`config.mk`:
```
export PLATFORM = sky130hd
export DESIGN_NAME = fwd_hazard_unit
export DESIGN_NICKNAME = d
export VERILOG_FILES = /design/src/rtl/pipe_pkg.sv /design/src/rtl/mdu_scoreboard.sv /design/src/rtl/fwd_hazard_unit.sv
export SDC_FILE = /design/constraint.sdc
export NUM_CORES = 1
export LEC_CHECK = 0
export CAP_MARGIN = 20
export CORE_MARGIN = 4
export CORE_UTILIZATION = 38
export DETAILED_ROUTE_END_ITERATION = 10
export GPL_ROUTABILITY_DRIVEN = 0
export GPL_TIMING_DRIVEN = 0
export PLACE_DENSITY = 0.86
export SYNTH_ARGS = -nofsm -noshare
export SYNTH_HDL_FRONTEND = slang
export SYNTH_SLANG_ARGS = --single-unit
```
`constraint.sdc`:
```
create_clock -name clk -period 3.7 [get_ports clk]
set_input_delay 0.74 -clock clk [delete_from_list [all_inputs] [get_ports clk]]
set_output_delay 0.74 -clock clk [all_outputs]
set_load 0.02 [all_outputs]
```
`src/rtl/pipe_pkg.sv`:
```
// Shared definitions for the pipeline forwarding/hazard logic: operand-mux
// select encodings, the hard-wired zero register and the MDU FSM states.
package pipe_pkg;

    // EX operand mux selects
    localparam logic [1:0] FWD_RF  = 2'b00;
    localparam logic [1:0] FWD_WB  = 2'b01;
    localparam logic [1:0] FWD_MEM = 2'b10;

    // Register 0 reads as zero and is never a real producer
    localparam logic [4:0] REG_ZERO = 5'd0;

    typedef enum logic {
        MDU_IDLE = 1'b0,
        MDU_RUN  = 1'b1
    } mdu_state_t;

endpackage

```
`src/rtl/mdu_scoreboard.sv`:
```
// Tracks one outstanding multi-cycle MDU operation: busy window, final-cycle
// done pulse, latched destination and a sticky error for starts issued while
// the unit is still mid-operation.
module mdu_scoreboard
    import pipe_pkg::*;
#(
    parameter int REG_AW  = 5,
    parameter int MDU_LAT = 4
) (
    input  logic              clk,
    input  logic              rst_n,
    input  logic              mdu_start,
    input  logic [REG_AW-1:0] mdu_rd,
    output logic              mdu_busy,
    output logic              mdu_done,
    output logic              mdu_last,
    output logic [REG_AW-1:0] mdu_rd_q,
    output logic              mdu_err
);

    localparam int              CNT_W    = (MDU_LAT > 1) ? $clog2(MDU_LAT) : 1;
    localparam logic [CNT_W-1:0] CNT_LOAD = CNT_W'(MDU_LAT - 1);

    mdu_state_t        r_state;
    logic [CNT_W-1:0]  r_cnt;
    logic [REG_AW-1:0] r_rd_q;
    logic              r_err;
    logic              w_last;
    logic              w_accept;

    // The final busy cycle is the only point where a new op may be accepted
    // while running; it allows back-to-back issue with no idle gap.
    assign w_last   = (r_state == MDU_RUN) && (r_cnt == '0);
    assign w_accept = mdu_start && ((r_state == MDU_IDLE) || (r_cnt == '0));

    // FSM, countdown and destination latch; a new accept overrides the
    // natural return to IDLE on the final cycle.
    always_ff @(posedge clk or negedge rst_n) begin
        if (!rst_n) begin
            r_state <= MDU_IDLE;
            r_cnt   <= '0;
            r_rd_q  <= '0;
            r_err   <= 1'b0;
        end else begin
            // NOTE: non-blocking assignments keep every register sampling the
            // pre-edge values, so evaluation order inside this block is irrelevant.
            if (w_accept) begin
                r_state <= MDU_RUN;
                r_cnt   <= CNT_LOAD;
                r_rd_q  <= mdu_rd;
            end else if (r_state == MDU_RUN) begin
                if (r_cnt != '0) begin
                    r_cnt <= r_cnt - CNT_W'(1);
                end else begin
                    r_state <= MDU_IDLE;
                end
            end
            if (mdu_start && (r_state == MDU_RUN) && (r_cnt != '0)) begin
                r_err <= 1'b1;
            end
        end
    end

    assign mdu_busy = (r_state == MDU_RUN);
    assign mdu_done = w_last;
    assign mdu_last = w_last;
    assign mdu_rd_q = r_rd_q;
    assign mdu_err  = r_err;

endmodule

```
`src/rtl/fwd_hazard_unit.sv`:
```
// Forwarding and hazard unit for the 5-stage pipeline: per-channel EX operand
// mux selects, load-use / RAW / MDU stall generation, and the MDU scoreboard.
module fwd_hazard_unit
    import pipe_pkg::*;
#(
    parameter int REG_AW  = 5,
    parameter int NUM_SRC = 2,
    parameter int MDU_LAT = 4,
    parameter int FWD_EN  = 1
) (
    input  logic                      clk,
    input  logic                      rst_n,
    input  logic [NUM_SRC*REG_AW-1:0] id_src_addr,
    input  logic [NUM_SRC-1:0]        id_src_used,
    input  logic                      id_mdu_op,
    input  logic [NUM_SRC*REG_AW-1:0] ex_src_addr,
    input  logic [REG_AW-1:0]         ex_rd,
    input  logic                      ex_regwrite,
    input  logic                      ex_memread,
    input  logic [REG_AW-1:0]         mem_rd,
    input  logic                      mem_regwrite,
    input  logic [REG_AW-1:0]         wb_rd,
    input  logic                      wb_regwrite,
    input  logic                      mdu_start,
    input  logic [REG_AW-1:0]         mdu_rd,
    output logic [NUM_SRC*2-1:0]      fwd_sel,
    output logic                      stall,
    output logic                      bubble_ex,
    output logic                      mdu_busy,
    output logic                      mdu_done,
    output logic [REG_AW-1:0]         mdu_rd_q,
    output logic                      mdu_err
);

    localparam logic [REG_AW-1:0] ZERO_ADDR = REG_AW'(REG_ZERO);

    logic               w_mdu_busy;
    logic               w_mdu_last;
    logic [REG_AW-1:0]  w_mdu_rd_q;
    logic [NUM_SRC-1:0] w_src_hazard;
    logic               w_mdu_struct;

    mdu_scoreboard #(
        .REG_AW  (REG_AW),
        .MDU_LAT (MDU_LAT)
    ) u_mdu (
        .clk       (clk),
        .rst_n     (rst_n),
        .mdu_start (mdu_start),
        .mdu_rd    (mdu_rd),
        .mdu_busy  (w_mdu_busy),
        .mdu_done  (mdu_done),
        .mdu_last  (w_mdu_last),
        .mdu_rd_q  (w_mdu_rd_q),
        .mdu_err   (mdu_err)
    );

    for (genvar i = 0; i < NUM_SRC; i++) begin : g_src
        logic [REG_AW-1:0] w_ex_a;
        logic [REG_AW-1:0] w_id_a;
        logic              w_mem_hit;
        logic              w_wb_hit;
        logic              w_id_live;
        logic              w_id_ex_hit;
        logic              w_id_mem_hit;
        logic              w_id_mdu_hit;

        assign w_ex_a = ex_src_addr[i*REG_AW +: REG_AW];
        assign w_id_a = id_src_addr[i*REG_AW +: REG_AW];

        // EX-stage forwarding: MEM is the younger producer and wins over WB
        assign w_mem_hit = mem_regwrite && (mem_rd != ZERO_ADDR) && (mem_rd == w_ex_a);
        assign w_wb_hit  = wb_regwrite  && (wb_rd  != ZERO_ADDR) && (wb_rd  == w_ex_a);

        if (FWD_EN != 0) begin : g_fwd
            assign fwd_sel[2*i +: 2] = w_mem_hit ? FWD_MEM : (w_wb_hit ? FWD_WB : FWD_RF);
        end else begin : g_nofwd
            assign fwd_sel[2*i +: 2] = FWD_RF;
        end

        // ID-stage hazards: only real, non-zero sources can create a dependency
        assign w_id_live    = id_src_used[i] && (w_id_a != ZERO_ADDR);
        assign w_id_ex_hit  = ex_regwrite  && (ex_rd  == w_id_a);
        assign w_id_mem_hit = mem_regwrite && (mem_rd == w_id_a);
        assign w_id_mdu_hit = w_mdu_busy   && (w_mdu_rd_q == w_id_a);

        if (FWD_EN != 0) begin : g_haz_fwd
            // Only a load in EX cannot be forwarded in time
            assign w_src_hazard[i] = w_id_live &&
                ((ex_memread && w_id_ex_hit) || w_id_mdu_hit);
        end else begin : g_haz_nofwd
            // Without forwarding any EX/MEM producer must retire first; WB is
            // covered by the write-before-read register file.
            assign w_src_hazard[i] = w_id_live &&
                (w_id_ex_hit || w_id_mem_hit || w_id_mdu_hit);
        end
    end

    // A second MDU op may only enter EX on the final busy cycle
    assign w_mdu_struct = w_mdu_busy && !w_mdu_last && id_mdu_op;

    // Combined stall, forced low while reset is held so the front end is free
    always_comb begin
        stall = 1'b0;
        if (rst_n) begin
            stall = (|w_src_hazard) || w_mdu_struct;
        end
    end

    assign bubble_ex = stall;
    assign mdu_busy  = w_mdu_busy;
    assign mdu_rd_q  = w_mdu_rd_q;

endmodule

```
* Word-level counts from Yosys, hierarchy flattened
Index checks and enable logic that the tools add are counted.
** Operators by class
- $add $sub $neg :: 1
- Equal/unequal tests :: 8
- Multiplexer cells :: 11
- Bitwise gates (word level) :: 1
- Reductions and logical operators :: 37
** Operators by type and width (count)
- 5-bit equality test :: 8
- 1-bit logical AND :: 22
- 5-bit nonzero test :: 4
- 2-bit 2-to-1 mux :: 5
- 1-bit 2-to-1 mux :: 6
- 2-bit nonzero test :: 3
- 1-bit logical OR :: 4
- 2-bit zero test :: 1
- 2-bit AND reduction :: 1
- 2-bit OR reduction :: 1
- 2-bit by 1-bit subtractor with 2-bit output (second input constant) :: 1
- 1-bit zero test :: 1
- 1-bit NOT :: 1
** Storage, ports and cells
- Bits in registers :: 9
- Input port bits :: 50

* Longest topological paths before layout
- Depth in word-level cells :: 8
- Depth in mapped cells :: 6

* By module
A second synthesis with hierarchy kept.
** Second synthesis, totals
- Cells, all modules :: 99
- Area, all modules :: 975.9 um^2
** By module, submodules not included
- fwd_hazard_unit :: times used 1, cells an instance 71, area an instance 571.8 um^2, seq. area each 0.0 um^2
- mdu_scoreboard :: times used 1, cells an instance 28, area an instance 404.1 um^2, seq. area each 225.2 um^2

* Worst setup path after synthesis
Ideal clock, no wire load.
- Path type :: in2out
- Start :: in mem_rd[4]
- End :: out fwd_sel[0]
- Data arrival time :: 2.002 ns
- Required time :: 2.960 ns
- Setup slack :: 0.958 ns
- Stages on the path :: 4
- Path through :: or4_1 o21ai_2 nor4_1 nor4_2
** Between the ends
- Longest elaborated chain between the ends :: 4
- Elaborated cells on any way between the ends :: 5
- Classes of those cells :: eq/ne: 1; mux: 1; reduce/logical: 3
** RTL lines
- start, declared :: line fwd_hazard_unit.sv:20 : input logic [REG_AW-1:0] mem_rd,
- 5-bit nonzero test :: line fwd_hazard_unit.sv:72 : assign w_mem_hit = mem_regwrite && (mem_rd != ZERO_ADDR) && (mem_rd == w_ex_a);
- 1-bit logical AND :: line fwd_hazard_unit.sv:72
- 1-bit logical AND * :: line fwd_hazard_unit.sv:72
- named net g_src[0].w_mem_hit :: line fwd_hazard_unit.sv:61 : logic w_mem_hit;
- 2-bit 2-to-1 mux * :: line fwd_hazard_unit.sv:76 : assign fwd_sel[2*i +: 2] = w_mem_hit ? FWD_MEM : (w_wb_hit ? FWD_WB : FWD_RF);
- end, declared :: line fwd_hazard_unit.sv:26 : output logic [NUM_SRC*2-1:0] fwd_sel,
Mark *: on every way through the listed nets, which the timed path passes. The rest lies on a longest branch.

* Final worst setup path
- Start :: in id_src_addr[1]
- End :: out stall
** Between the ends
- Longest elaborated chain between the ends :: 8
- Elaborated cells on any way between the ends :: 12
- Classes of those cells :: eq/ne: 2; mux: 1; reduce/logical: 9
** RTL lines
- start, declared :: line fwd_hazard_unit.sv:13 : input logic [NUM_SRC*REG_AW-1:0] id_src_addr,
- 5-bit equality test :: line fwd_hazard_unit.sv:83 : assign w_id_ex_hit = ex_regwrite && (ex_rd == w_id_a);
- 1-bit logical AND :: line fwd_hazard_unit.sv:83
- 1-bit logical AND :: line fwd_hazard_unit.sv:90 : ((ex_memread && w_id_ex_hit) || w_id_mdu_hit);
- 1-bit logical OR :: line fwd_hazard_unit.sv:90
- 1-bit logical AND * :: line fwd_hazard_unit.sv:89 : assign w_src_hazard[i] = w_id_live &&
- 2-bit OR reduction * :: line fwd_hazard_unit.sv:106 : stall = (|w_src_hazard) || w_mdu_struct;
- 1-bit logical OR * :: line fwd_hazard_unit.sv:106
- 1-bit 2-to-1 mux * :: line fwd_hazard_unit.sv:105 : if (rst_n) begin
- end, declared :: line fwd_hazard_unit.sv:27 : output logic stall,
Every way passes the cells marked *; elsewhere a longest branch is shown, timed or not.

==> results.py <==
metrics = {
    "cts": {
        "cts_sinks": 9,
        "path_clk_slew_ns": 0.06,
        "cts_hold_buf": 0,
        "htree_levels": 1,
        "cts_max_path_buffers": 2,
        "numCtsBuffers": 3,
        "clock_latency_ns": 0.25,
        "post_cts_buffers": 0,
        "cts_tree": "built",
        "clock-root-buffer": "clkbuf_4",
    },
    "finish": {
        "diodes": 0,
        "drive_gt1_share_pct": 11.0,
        "final_core_util_pct": 71.9,
        "area_growth_pct": 77.3,
        "nets": 215,
        "finalInstanceArea_sq_um": 1620,
    },
    "floorplan": {
        "die_width_microns": 57.1,
        "fp.coreArea_sq_um": 2250,
        "num_io_pins": 64,
        "die-area_sq_um": 3260,
        "die_h_microns": 57.1,
        "start_util_pct": 40.6,
        "rows": 17,
    },
    "synth": {
        "synthArstFlopShare_pct": 100,
        "ys_ff_latch": 9,
        "synth_nets": 147,
        "synth-xor-area-share_pct": 38.3,
        "ys_seq_area_share_pct": 24.6,
        "synthSimpleGateAreaFrac_pct": 18.3,
        "ys_warn_count": 0,
        "syn_inst": 96,
        "synth_top_family_by_area": "XOR/XNOR gates",
        "synth_flop_cell": "dfrtp_1",
        "syn_avg_cell_area_sq_um": 9.53,
        "yosysUniqueCellTypes": 25,
        "synth_area_sq_um": 915,
        "synthMuxAreaShare_pct": 6.16,
        "synth_compound_area_share_pct": 7.93,
        "synth-edff-count": 0,
        "synthAdderAreaFrac_pct": 1.37,
    },
    "min_path": {
        "hp-class": "flip-flop to flip-flop",
    },
    "detailed_routing": {
        "drt-pass1-iter-count": 4,
        "drt.antenna.violating_nets": 0,
        "wire_per_inst_microns": 14.9,
        "vias_per_cell": 5.15,
        "vias": 984,
        "drtIter0Drc": 13,
        "routed_wl_microns": 2860,
        "drc_errors": 0,
    },
    "pwr": {
        "p_per_area_nw_per_um2": 414,
        "vdd_drop_max_v": 0.000416,
        "power.total_w": 0.000671,
        "power.leakage_nw": 0.642,
    },
    "setup_path": {
        "critPathLaunchType": "primary input",
        "arrival_ns": 2.80,
        "max_stage_delay_ns": 0.55,
        "slowest_stage": "or4_1",
        "cp-end-kind": "primary output",
        "setup.worst_path.class": "primary input to primary output",
        "cpMostUsedCell": "clkdlybuf4s50_1",
        "critPathMaxFanout": 3,
        "worstPathCellList": "clkdlybuf4s50_1 > or4_1 > o211ai_1 > o221ai_1 > buf_4 > clkdlybuf4s50_1",
        "worstPathRequired_ns": 2.96,
    },
    "grt": {
        "grt_use_total_pct": 17.8,
        "antenna_found_initial": 0,
        "grt_pass1_vias": 1115,
        "grt_max_degree": 13,
        "grt_pass1_wl_microns": 4650,
        "gr-total-overflow": 0,
    },
    "timing": {
        "maxSlewHeadroom_pct": 67.4,
        "fin_crit_ns": 3.54,
        "fmax_ghz": 0.282,
        "rsz0062_at_grt": "no",
        "hold_viol_final": 0,
        "setup_viol_count_final": 0,
        "final_max_slew_viol_count": 0,
        "layout_setup_ws_ns": 0.156,
        "finalClockSkew_ns": 0.00437,
        "worst_pin_slew_ns": 0.487,
        "fin_crit_sh_pct": 95.8,
        "hold_slack_ns": 0.469,
    },
    "placement": {
        "numPortBuffers": 63,
        "post_dp_cell_area_sq_um": 1580,
        "pre_cts_slack_ns": -0.0206,
        "dp_hpwl_microns": 2530,
    },
    "outcome": {
        "status": "complete, no violations",
    },
    "flow_run": {
        "max_cap_viol_count": 0,
    },
}
[sequential cells by signal, indices dropped and copies added (netlist names)]
name            flops
u_mdu.mdu_rd_q      5
u_mdu.r_cnt         2
u_mdu.mdu_busy      1
u_mdu.mdu_err       1
[routing by layer]
layer	GRT usage, %	wire length (microns)
met4	6.95	17
met3	4.75	254
met1	17.1	1020
met2	35.4	1560
met5	0	0
[power breakdown]
| group | total (W) | switching [W] | internal [W] |
|---|---|---|---|
| Combinational | 0.000407 | 0.000185 | 0.000222 |
| Clock | 0.0000716 | 0.0000319 | 0.0000397 |
| Sequential | 0.000193 | 0.0000501 | 0.000143 |
| Total | 0.000671 | 0.000266 | 0.000404 |
[worst max-delay path: cells and delay by family]
| family | cells | cell delay [ns] |
|---|---|---|
| buf+inv | 3 | 1.17 |
| simple gates | 1 | 0.55 |
| compound gates | 2 | 0.34 |
[Yosys cell counts, drive strengths merged, types with 2 or more instances]
| master | number | area [sq um] |
|---|---|---|
| nor4 | 8 | 62.6 |
| nand3 | 3 | 15.0 |
| mux2 | 5 | 56.3 |
| or4 | 6 | 45.0 |
| nor2 | 3 | 11.3 |
| xor2 | 32 | 280 |
| xnor2 | 8 | 70.1 |
| dfrtp | 9 | 225 |
| inv | 2 | 7.51 |
| o211ai | 2 | 15.0 |
| buf | 3 | 22.5 |
| o21ai | 2 | 13.8 |
| a21oi | 2 | 10.0 |
| a32oi | 2 | 17.5 |
[final timing paths]
path	slack, ns	depth (start not counted)	end	start
min	0.47	1	u_mdu.mdu_err$_DFFE_PN0P_	u_mdu.mdu_err$_DFFE_PN0P_
max	0.16	6	stall	id_src_addr[1]
min reg2reg	0.47	1	u_mdu.mdu_err$_DFFE_PN0P_	u_mdu.mdu_err$_DFFE_PN0P_
min in group asynchronous	0.81	1	u_mdu.mdu_err$_DFFE_PN0P_	rst_n
max reg2reg	1.94	5	u_mdu.mdu_rd_q[4]$_DFFE_PN0P_	u_mdu.r_cnt[0]$_DFFE_PN0P_
max in group asynchronous	2.55	1	u_mdu.mdu_rd_q[3]$_DFFE_PN0P_	rst_n
[cells by family after synthesis]
kind of cell / Yosys count
XOR/XNOR: 40
AND/OR/NAND/NOR: 26
AO/OA/AOI/OAI: 10
flip-flops: 9
buffers and inverters: 5
multiplexers: 5
adder cells (fa/ha/maj): 1
[metrics by stage]
step	instances	TNS, ns
after detailed placement	187	-0.0206
after global routing	191	0
after CTS	191	0
after floorplan	96	0
final	191	0
after global placement	187	0
[area by class of cell]
| class | count | area (sq um) |
|---|---|---|
| tap | 28 | 35.0 |
| sequential | 9 | 225 |
| clock buffer | 3 | 22.5 |
| inverter | 2 | 7.51 |
| multi-input combinational | 82 | 672 |
| clock inverter | 1 | 5.00 |
| fill | 184 | 633 |
| buffer | 3 | 22.5 |
| timing repair buffer | 63 | 632 |
[layout by cell type, fill, tap and decap left out]
cell | netlist | routed
xor2_1 | 32 | 32
inv_1 | 2 | 2
a21oi_1 | 2 | 2
or2_2 | 1 | 1
nor4_1 | 6 | 4
clkbuf_4 | 0 | 3
nor2b_1 | 1 | 1
dlygate4sd2_1 | 0 | 1
nor2_1 | 3 | 3
clkinv_2 | 0 | 1
o21ai_1 | 1 | 1
nand3_1 | 3 | 3
a21o_1 | 1 | 1
o21ai_2 | 1 | 1
o211ai_1 | 2 | 2
buf_4 | 3 | 3
dfrtp_1 | 9 | 9
xnor2_1 | 8 | 8
or4_1 | 6 | 6
o221ai_1 | 1 | 1
nand2b_1 | 1 | 1
and2_1 | 1 | 1
ha_1 | 1 | 1
mux2_2 | 5 | 5
nand2_1 | 1 | 1
clkdlybuf4s50_1 | 0 | 61
dlymetal6s2s_1 | 0 | 1
a32oi_1 | 2 | 2
nor4_2 | 2 | 4
nor3_1 | 1 | 1
[repair_timing]
item	in CTS	in global routing
gates resized for setup	1	3
pin swaps	0	1
setup endpoints to repair	1	3
(Power assumes the default switching activity.)
